$ cat config.mk
export PLATFORM = sky130hd
export DESIGN_NAME = pwm_decoder
export DESIGN_NICKNAME = d
export VERILOG_FILES = /design/src/rtl/pwm_pkg.sv /design/src/rtl/pwm_sync_edge.sv /design/src/rtl/pwm_decoder.sv
export SDC_FILE = /design/constraint.sdc
export NUM_CORES = 1
export LEC_CHECK = 0
export ABC_CLOCK_PERIOD_IN_PS = 2300
export BUFFER_PORTS_ARGS = -buffer_cell sky130_fd_sc_hd__buf_2
export CORE_MARGIN = 2
export CORE_UTILIZATION = 40
export DETAILED_ROUTE_END_ITERATION = 16
export HOLD_SLACK_MARGIN = 0.12
export PLACE_DENSITY_LB_ADDON = 0.2
export SETUP_SLACK_MARGIN = 0.1
export SLEW_MARGIN = 10
export SYNTH_ARGS = -nofsm -noshare
export SYNTH_HDL_FRONTEND = slang
export SYNTH_SLANG_ARGS = --single-unit
$ cat constraint.sdc
create_clock -name clk -period 2.3 [get_ports clk]
set_clock_uncertainty 0.1 [all_clocks]
set_input_delay 0.23 -clock clk [delete_from_list [all_inputs] [get_ports clk]]
set_output_delay 0.23 -clock clk [all_outputs]
set_load 0.05 [all_outputs]
$ cat src/rtl/pwm_pkg.sv
// pwm_pkg
// Shared definitions for the PWM receive path.
//   pwm_state_t    : decoder FSM state encoding
//   CNT_W_DEFAULT  : default width of the high-time/period counters
//   PWM_GEN_PERIOD : period of the team's 8-bit PWM generator, in clk cycles
package pwm_pkg;

    typedef enum logic [1:0] {
        IDLE  = 2'd0,
        ARMED = 2'd1,
        HIGH  = 2'd2,
        LOW   = 2'd3
    } pwm_state_t;

    localparam int CNT_W_DEFAULT  = 16;
    localparam int PWM_GEN_PERIOD = 256;

endpackage

$ cat src/rtl/pwm_sync_edge.sv
// pwm_sync_edge
// Two-flop synchronizer plus history flop for an asynchronous PWM input.
// Ports:
//   clk    : system clock
//   rst    : synchronous active-low reset
//   pwm_in : asynchronous PWM input
//   level  : synchronized input level (s2)
//   rise   : s2 & ~s3
//   fall   : ~s2 & s3
//   primed : high once s2 holds a real sample of pwm_in rather than its
//            reset value
module pwm_sync_edge
    import pwm_pkg::*;
(
    input  logic clk,
    input  logic rst,
    input  logic pwm_in,
    output logic level,
    output logic rise,
    output logic fall,
    output logic primed
);

    logic       s1;
    logic       s2;
    logic       s3;
    logic [1:0] warm;

    always_ff @(posedge clk) begin
        if (!rst) begin
            s1   <= 1'b0;
            s2   <= 1'b0;
            s3   <= 1'b0;
            warm <= 2'b00;
        end else begin
            s1   <= pwm_in;
            s2   <= s1;
            s3   <= s2;
            warm <= {warm[0], 1'b1};
        end
    end

    assign level  = s2;
    assign rise   = s2 & ~s3;
    assign fall   = ~s2 & s3;
    // s2 comes out of reset as 0 regardless of the line, so a line that is
    // high through reset release must not be mistaken for a low.
    assign primed = warm[1];

endmodule

$ cat src/rtl/pwm_decoder.sv
// pwm_decoder
// Measures high time and period (in clk cycles) of an incoming PWM signal.
// One result is published per full period, rising edge to rising edge.
// A line that stops toggling is reported through a saturation timeout.
// Ports:
//   clk         : system clock
//   rst         : synchronous active-low reset
//   pwm_in      : asynchronous PWM input
//   high_time   : cycles high in the last complete period
//   period      : cycles between the last two rising edges
//   meas_valid  : one-cycle pulse when high_time/period update
//   timeout     : one-cycle pulse when the period counter saturates
//   stuck_level : synchronized input level captured at the last timeout
//
// state | meaning
// IDLE  | wait for a primed low level before accepting a rising edge
// ARMED | line seen low, waiting for the first rising edge
// HIGH  | inside the high phase, both counters running
// LOW   | inside the low phase, period counter running
module pwm_decoder
    import pwm_pkg::*;
#(
    parameter int CNT_W = CNT_W_DEFAULT
) (
    input  logic             clk,
    input  logic             rst,
    input  logic             pwm_in,
    output logic [CNT_W-1:0] high_time,
    output logic [CNT_W-1:0] period,
    output logic             meas_valid,
    output logic             timeout,
    output logic             stuck_level
);

    localparam logic [CNT_W-1:0] CNT_ONE = CNT_W'(1);
    localparam logic [CNT_W-1:0] CNT_MAX = '1;

    logic level;
    logic rise;
    logic fall;
    logic primed;

    pwm_sync_edge u_sync (
        .clk    (clk),
        .rst    (rst),
        .pwm_in (pwm_in),
        .level  (level),
        .rise   (rise),
        .fall   (fall),
        .primed (primed)
    );

    pwm_state_t       state;
    pwm_state_t       state_nxt;
    logic [CNT_W-1:0] cnt_hi;
    logic [CNT_W-1:0] cnt_per;
    logic [CNT_W-1:0] cnt_hi_nxt;
    logic [CNT_W-1:0] cnt_per_nxt;
    logic [CNT_W-1:0] high_time_nxt;
    logic [CNT_W-1:0] period_nxt;
    logic             meas_nxt;
    logic             timeout_nxt;
    logic             stuck_nxt;
    logic             sat;
    logic [CNT_W-1:0] per_inc;

    assign sat     = (cnt_per == CNT_MAX);
    // A fall landing exactly on saturation still wins over the timeout; the
    // counter then holds at all-ones so the timeout fires on the next quiet
    // cycle instead of wrapping.
    assign per_inc = sat ? cnt_per : cnt_per + CNT_ONE;

    always_comb begin
        state_nxt     = state;
        cnt_hi_nxt    = cnt_hi;
        cnt_per_nxt   = cnt_per;
        high_time_nxt = high_time;
        period_nxt    = period;
        meas_nxt      = 1'b0;
        timeout_nxt   = 1'b0;
        stuck_nxt     = stuck_level;

        case (state)
            IDLE: begin
                if (primed && !level) begin
                    state_nxt = ARMED;
                end
            end
            ARMED: begin
                if (rise) begin
                    cnt_hi_nxt  = CNT_ONE;
                    cnt_per_nxt = CNT_ONE;
                    state_nxt   = HIGH;
                end
            end
            HIGH: begin
                if (fall) begin
                    cnt_per_nxt = per_inc;
                    state_nxt   = LOW;
                end else if (sat) begin
                    timeout_nxt = 1'b1;
                    stuck_nxt   = level;
                    state_nxt   = IDLE;
                end else begin
                    cnt_hi_nxt  = cnt_hi + CNT_ONE;
                    cnt_per_nxt = per_inc;
                end
            end
            LOW: begin
                if (rise) begin
                    high_time_nxt = cnt_hi;
                    period_nxt    = cnt_per;
                    meas_nxt      = 1'b1;
                    cnt_hi_nxt    = CNT_ONE;
                    cnt_per_nxt   = CNT_ONE;
                    state_nxt     = HIGH;
                end else if (sat) begin
                    timeout_nxt = 1'b1;
                    stuck_nxt   = level;
                    state_nxt   = IDLE;
                end else begin
                    cnt_per_nxt = per_inc;
                end
            end
            default: begin
                state_nxt = IDLE;
            end
        endcase
    end

    always_ff @(posedge clk) begin
        if (!rst) begin
            state       <= IDLE;
            cnt_hi      <= '0;
            cnt_per     <= '0;
            high_time   <= '0;
            period      <= '0;
            meas_valid  <= 1'b0;
            timeout     <= 1'b0;
            stuck_level <= 1'b0;
        end else begin
            state       <= state_nxt;
            cnt_hi      <= cnt_hi_nxt;
            cnt_per     <= cnt_per_nxt;
            high_time   <= high_time_nxt;
            period      <= period_nxt;
            meas_valid  <= meas_nxt;
            timeout     <= timeout_nxt;
            stuck_level <= stuck_nxt;
        end
    end

endmodule

==> results.yml, run 1 <==
routing:
  vias: 2627
  drc: 0
  drt_iter0_drc: 133
  firstDrtPassIters: 6
  wl_per_cell_um: 12.9
  routed_wl_um: 6690
  via_per_inst: 5.08
  final_antenna_net_count: 0
floorplan:
  coreArea_um2: 8090
  rows: 33
  ios: 38
  die_w_um: 94.6
  die_area_um2: 8950
  dieHeight_um: 94.6
  start_util_pct: 40.6
place:
  port_buffers: 37
  place_hpwl_um: 4470
  gp_congestion: 0.780
  post_dp_cell_area_um2: 3540
cells_and_area:
  multi_input_area_um2: 1660
  most-common-layout-cells: "80 x nand2_1, 74 x dfxtp_1, 37 x buf_2"
  seq_area_um2: 1480
  layout.nets: 413
  drive_above_1_share_pct: 21.1
  diodes: 0
  final_common_cell: "nand2_1"
  area_growth_pct: 14.1
  n_fill_cell: 865
  stdcell_area_um2: 3750
power:
  power_density_nw_per_um2: 626
  p_total_mw: 2.34
  power.leakage_nw: 1.33
  peakVddDrop_mv: 0.303
cts:
  path_clk_slew_ns: 0.07
  cts_tree: "done"
  cts_htree_levels: 3
  root_buffer: "clkbuf_8"
  clkSinkCount: 74
  clock_latency_ns: 0.35
  cts_buffers: 9
  clockBufferDepth: 2
  cts_setup_buffers: 0
synthesis:
  synth-seq-cells: 74
  synth_area_leaders: "dfxtp_1 45%, nand2_1 9.1%, a21boi_0 7.5%"
  synth_top_area_share_pct: 45.1
  synth-edff-count: 0
  synth-main-ff-cell: "dfxtp_1"
  ys_async_sr_fraction_pct: 0
  synthDistinctLibCells: 57
  synth_nets: 378
  syn_inst: 373
  ys_warn_count: 0
  synth_area_per_cell_um2: 8.81
  yosysSeqAreaShare_pct: 45.1
  yosysTopAreaCell: "dfxtp_1"
  syn_area_um2: 3280
worst_setup_path:
  required_ns: 2.49
  slowest_delay_ns: 0.47
  worst_ep_arrival_time_ns: 2.24
  start_kind: "register"
  worst-setup-path-type: "register to register"
  crit_fanout: 15
  end_kind: "register"
  crit_chain: "ha_2 > nand4_1 > nor4_4 > buf_4 > a211o_4 > or4_1 > nand2_1"
  cpMaxStageDelayCell: "or4_1"
sta:
  final_max_slew_viol_count: 0
  max_freq_mhz: 487
  setup_viol: 0
  finalHoldViolations: 0
  tns_ns: 0
  max_slew.worst_pin.slew_ns: 0.682
  grt_setup_unrepaired: "no"
  layout_min_cycle_time_ns: 2.05
  slew_headroom_pct: 54.5
  finalCritPeriodShare_pct: 89.2
min_path:
  min_path_type: "input pin to register"
global_routing:
  overflow: 0
  antenna_found_initial: 0
  grt_max_degree: 48
  grt_pass1_vias: 2329
  grt_pass1_wl_um: 11400
  grt_util_all_layers_pct: 16.3
outcome:
  status: "complete, no violations"
flow_run:
  drv_cap: 0
-- registers in the layout, summed over array words and instances, names as in the netlist --
signal	cells
cnt_hi	16
cnt_per	16
high_time	16
meas_valid	1
period	16
state	2
stuck_level	1
timeout	1
u_sync.level	1
u_sync.s1	1
u_sync.s3	1
u_sync.warm	2
-- synthesized netlist by cell type, types with 3 or more instances --
library cell	instances
nand4_1	10
o21ai_0	7
nor2_1	27
and3_1	3
and2_1	6
a21oi_1	7
xor2_1	9
a2111oi_2	7
mux2i_1	3
nand2_1	80
a21boi_0	33
nand3_1	15
nor4_1	3
clkbuf_1	14
inv_1	5
dfxtp_1	74
xnor2_1	10
nor3_1	5
a31oi_1	3
-- repair_timing --
item	CTS	global route
hold endpoints to repair	1	0
endpoints found under the setup margin	0	1
resized for setup	0	2
hold buffers	1	0
-- routing by layer --
metal / track usage, % / wire (um) / vias to the layer above
li1: - / - / 1351
met1: 22.4 / 3390 / 1224
met2: 24.4 / 2900 / 45
met3: 5.11 / 321 / 7
met4: 4.71 / 80 / 0
met5: 0 / 0 / -
-- worst paths after layout --
| path | to | slack [ns] | depth (start not counted) | from |
|---|---|---|---|---|
| max | cnt_hi[11] | 0.25 | 7 | cnt_per[0] |
| min | cnt_per[7] | 0.24 | 4 | rst |
| max reg2reg | cnt_hi[11] | 0.25 | 7 | cnt_per[0] |
| min reg2reg | u_sync.level | 0.33 | 1 | u_sync.s1 |
-- worst max-delay path, delay by kind of cell (launching register included) --
family	cells	cell delay, ns
compound gates	1	0.38
fa+ha+maj	1	0.22
buf+inv	1	0.20
flops	1	0.35
simple gates	4	0.75
-- report_power, final --
part,switching [mW],leakage (nW),internal [mW]
Clock,0.464,0.0962,0.522
Combinational,0.0345,0.638,0.0263
Sequential,0.00878,0.597,1.29
-- stage by stage --
step,hold slack [ns],setup slack [ns],cells,utilization [%]
2_1_floorplan,0.158,0.473,373,-
3_3_place_gp,0.314,0.249,501,43.8
3_5_place_dp,0.327,0.217,501,43.8
4_1_cts,0.231,0.194,517,46.2
5_1_grt,0.259,0.117,517,46.3
6_report,0.242,0.248,517,46.3
-- final cells by class --
class / instances / share of cell area (%)
Multi-Input combinational cell: 270 / 44.3
Sequential cell: 74 / 39.5
Timing Repair Buffer: 48 / 7.21
Clock buffer: 12 / 3.87
Tap cell: 105 / 3.51
Clock inverter: 3 / 1.07
Inverter: 5 / 0.501
-- logic make-up after synthesis --
| family | Yosys count | synth area share (%) |
|---|---|---|
| flops | 74 | 45.1 |
| fa+ha+maj | 2 | 0.762 |
| compound gates | 70 | 17.0 |
| buf+inv | 29 | 4.76 |
| mux | 3 | 0.914 |
| xor+xnor | 19 | 5.07 |
| simple gates | 176 | 26.4 |
Note: power is estimated with default switching activity, not from simulation.
==> run 2: changes to the inputs <==
- BUFFER_PORTS_ARGS: -buffer_cell sky130_fd_sc_hd__buf_2 -> unset
- DONT_BUFFER_PORTS: unset -> 1
==> run 2 against run 1 <==
  * Critical path type unchanged
  * Sequential power about the same
  * Die area unchanged
  * Worst hold slack better by 0.093 ns
  * Highest routed layer unchanged
  * Sequential share of layout area up 1.8 points
  * Power up 1.1%
  * First-iteration DRC count down 9.8%
==> results.yml, run 2 (synthesized netlist as in run 1, its figures left out) <==
cells_and_area:
  n_fill_cell: 802
  fin_util_pct: 44.3
  multi_input_area_um2: 1650
  diodes: 0
  area_growth_pct: 9.22
  most-common-layout-cells: "80 x nand2_1, 74 x dfxtp_1, 33 x a21boi_0"
  stdcell_area_um2: 3590
  drive_above_1_share_pct: 13.6
  final-instance-count-excl-fill: 481
  seq_area_um2: 1480
  layout.nets: 378
  final_common_cell: "nand2_1"
power:
  peakVddDrop_mv: 0.320
  power.leakage_nw: 1.15
  power_density_nw_per_um2: 661
  p_total_mw: 2.37
worst_setup_path:
  crit_chain: "ha_1 > nand4_1 > or4_4 > and3_2 > a21oi_1 > o21ai_0"
  crit_cells: 6
  worst-setup-path-type: "register to register"
  end_kind: "register"
  critPathBufInv: 0
  cp_top_family: "simple AND/OR/NAND/NOR gates"
  start_kind: "register"
  cpMaxStageDelayCell: "or4_4"
  rr_worst_depth: 6
  worst_ep_arrival_time_ns: 2.16
  reg2reg_setup_slack_ns: 0.28
  crit_fanout: 12
  required_ns: 2.44
  slowest_delay_ns: 0.56
routing:
  wl_met1_um: 3400
  top_layer_used: "met4"
  routed_wl_um: 6740
  final_antenna_net_count: 0
  drt_iter0_drc: 120
  firstDrtPassIters: 4
  dr_wl_met2_um: 2940
  via_per_inst: 5.18
  vias: 2490
  drc: 0
  wl_met3_um: 244
  wl_per_cell_um: 14.0
cts:
  clock_latency_ns: 0.35
  cts_htree_levels: 3
  clkSinkCount: 74
  clockBufferDepth: 2
  path_clk_slew_ns: 0.08
  cts_tree: "done"
  root_buffer: "clkbuf_8"
  cts_buffers: 9
floorplan:
  die_w_um: 94.6
  dieHeight_um: 94.6
  die_area_um2: 8950
  ios: 38
  start_util_pct: 40.6
  rows: 33
  coreArea_um2: 8090
global_routing:
  grt_pass1_wl_um: 11500
  grt_util_all_layers_pct: 16.6
  grt_pass1_vias: 2403
  overflow: 0
  grt_max_degree: 49
  antenna_found_initial: 0
sta:
  grt_setup_unrepaired: "no"
  final_max_slew_viol_count: 0
  tns_ns: 0
  setup_ws_ns: 0.278
  finalHoldViolations: 0
  layout_min_cycle_time_ns: 2.02
  finalCritPeriodShare_pct: 87.9
  max_freq_mhz: 494
  slew_headroom_pct: 56.5
  max_slew.worst_pin.slew_ns: 0.652
  setup_viol: 0
  hold_ws_ns: 0.335
place:
  gp_congestion: 0.804
  port_buffers: 0
  pre_cts_slack_ns: 0.305
  post_dp_cell_area_um2: 3360
  dp.cells: 464
  place_hpwl_um: 4460
outcome:
  status: "complete, no violations"
flow_run:
  drv_cap: 0
min_path:
  min_path_type: "register to register"
  worstHoldPathCells: 1
-- run 2: cell count changes in the layout (fill, tap and decap cells not counted), sizes merged --
cell         delta
buf            -36
clkbuf          -1
dlygate4sd3     +1
-- run 2: worst paths after layout --
path                                     start              to
worst max-delay path                cnt_per[1]       cnt_hi[1]
worst max register to register      cnt_per[1]       cnt_hi[1]
worst min-delay path            u_sync.warm[0]  u_sync.warm[1]
worst min register to register  u_sync.warm[0]  u_sync.warm[1]
-- run 2: what timing repair did --
item,in CTS,in global routing
hold endpoints to repair,47,0
hold buffers,3,0
setup buffers,0,0
gates resized for setup,0,0
-- run 2: cell type report --
type                            count  area share (%)
Multi-Input combinational cell    270            46.0
Timing Repair Buffer               13            3.21
Clock inverter                      3            1.12
Inverter                            5           0.523
Sequential cell                    74            41.3
Tap cell                          105            3.66
Clock buffer                       11            4.22
-- run 2: where the power goes --
group / internal [mW] / switching (mW) / total (mW)
sequential: 1.29 / 0.00842 / 1.30
clock: 0.545 / 0.467 / 1.01
combinational: 0.0283 / 0.0343 / 0.0627
total: 1.86 / 0.509 / 2.37
-- run 2: per-layer routing --
layer	track usage (%)	vias to the layer above
li1	-	1289
met1	21.6	1148
met2	25.3	42
met3	4.15	11
met4	8.70	0
met5	0	-
-- run 2: worst reg2reg max path, delay by kind of cell (launching register included) --
family,cells,cell delay (ns)
simple gates,3,0.98
flops,1,0.39
fa+ha+maj,1,0.25
compound gates,2,0.19
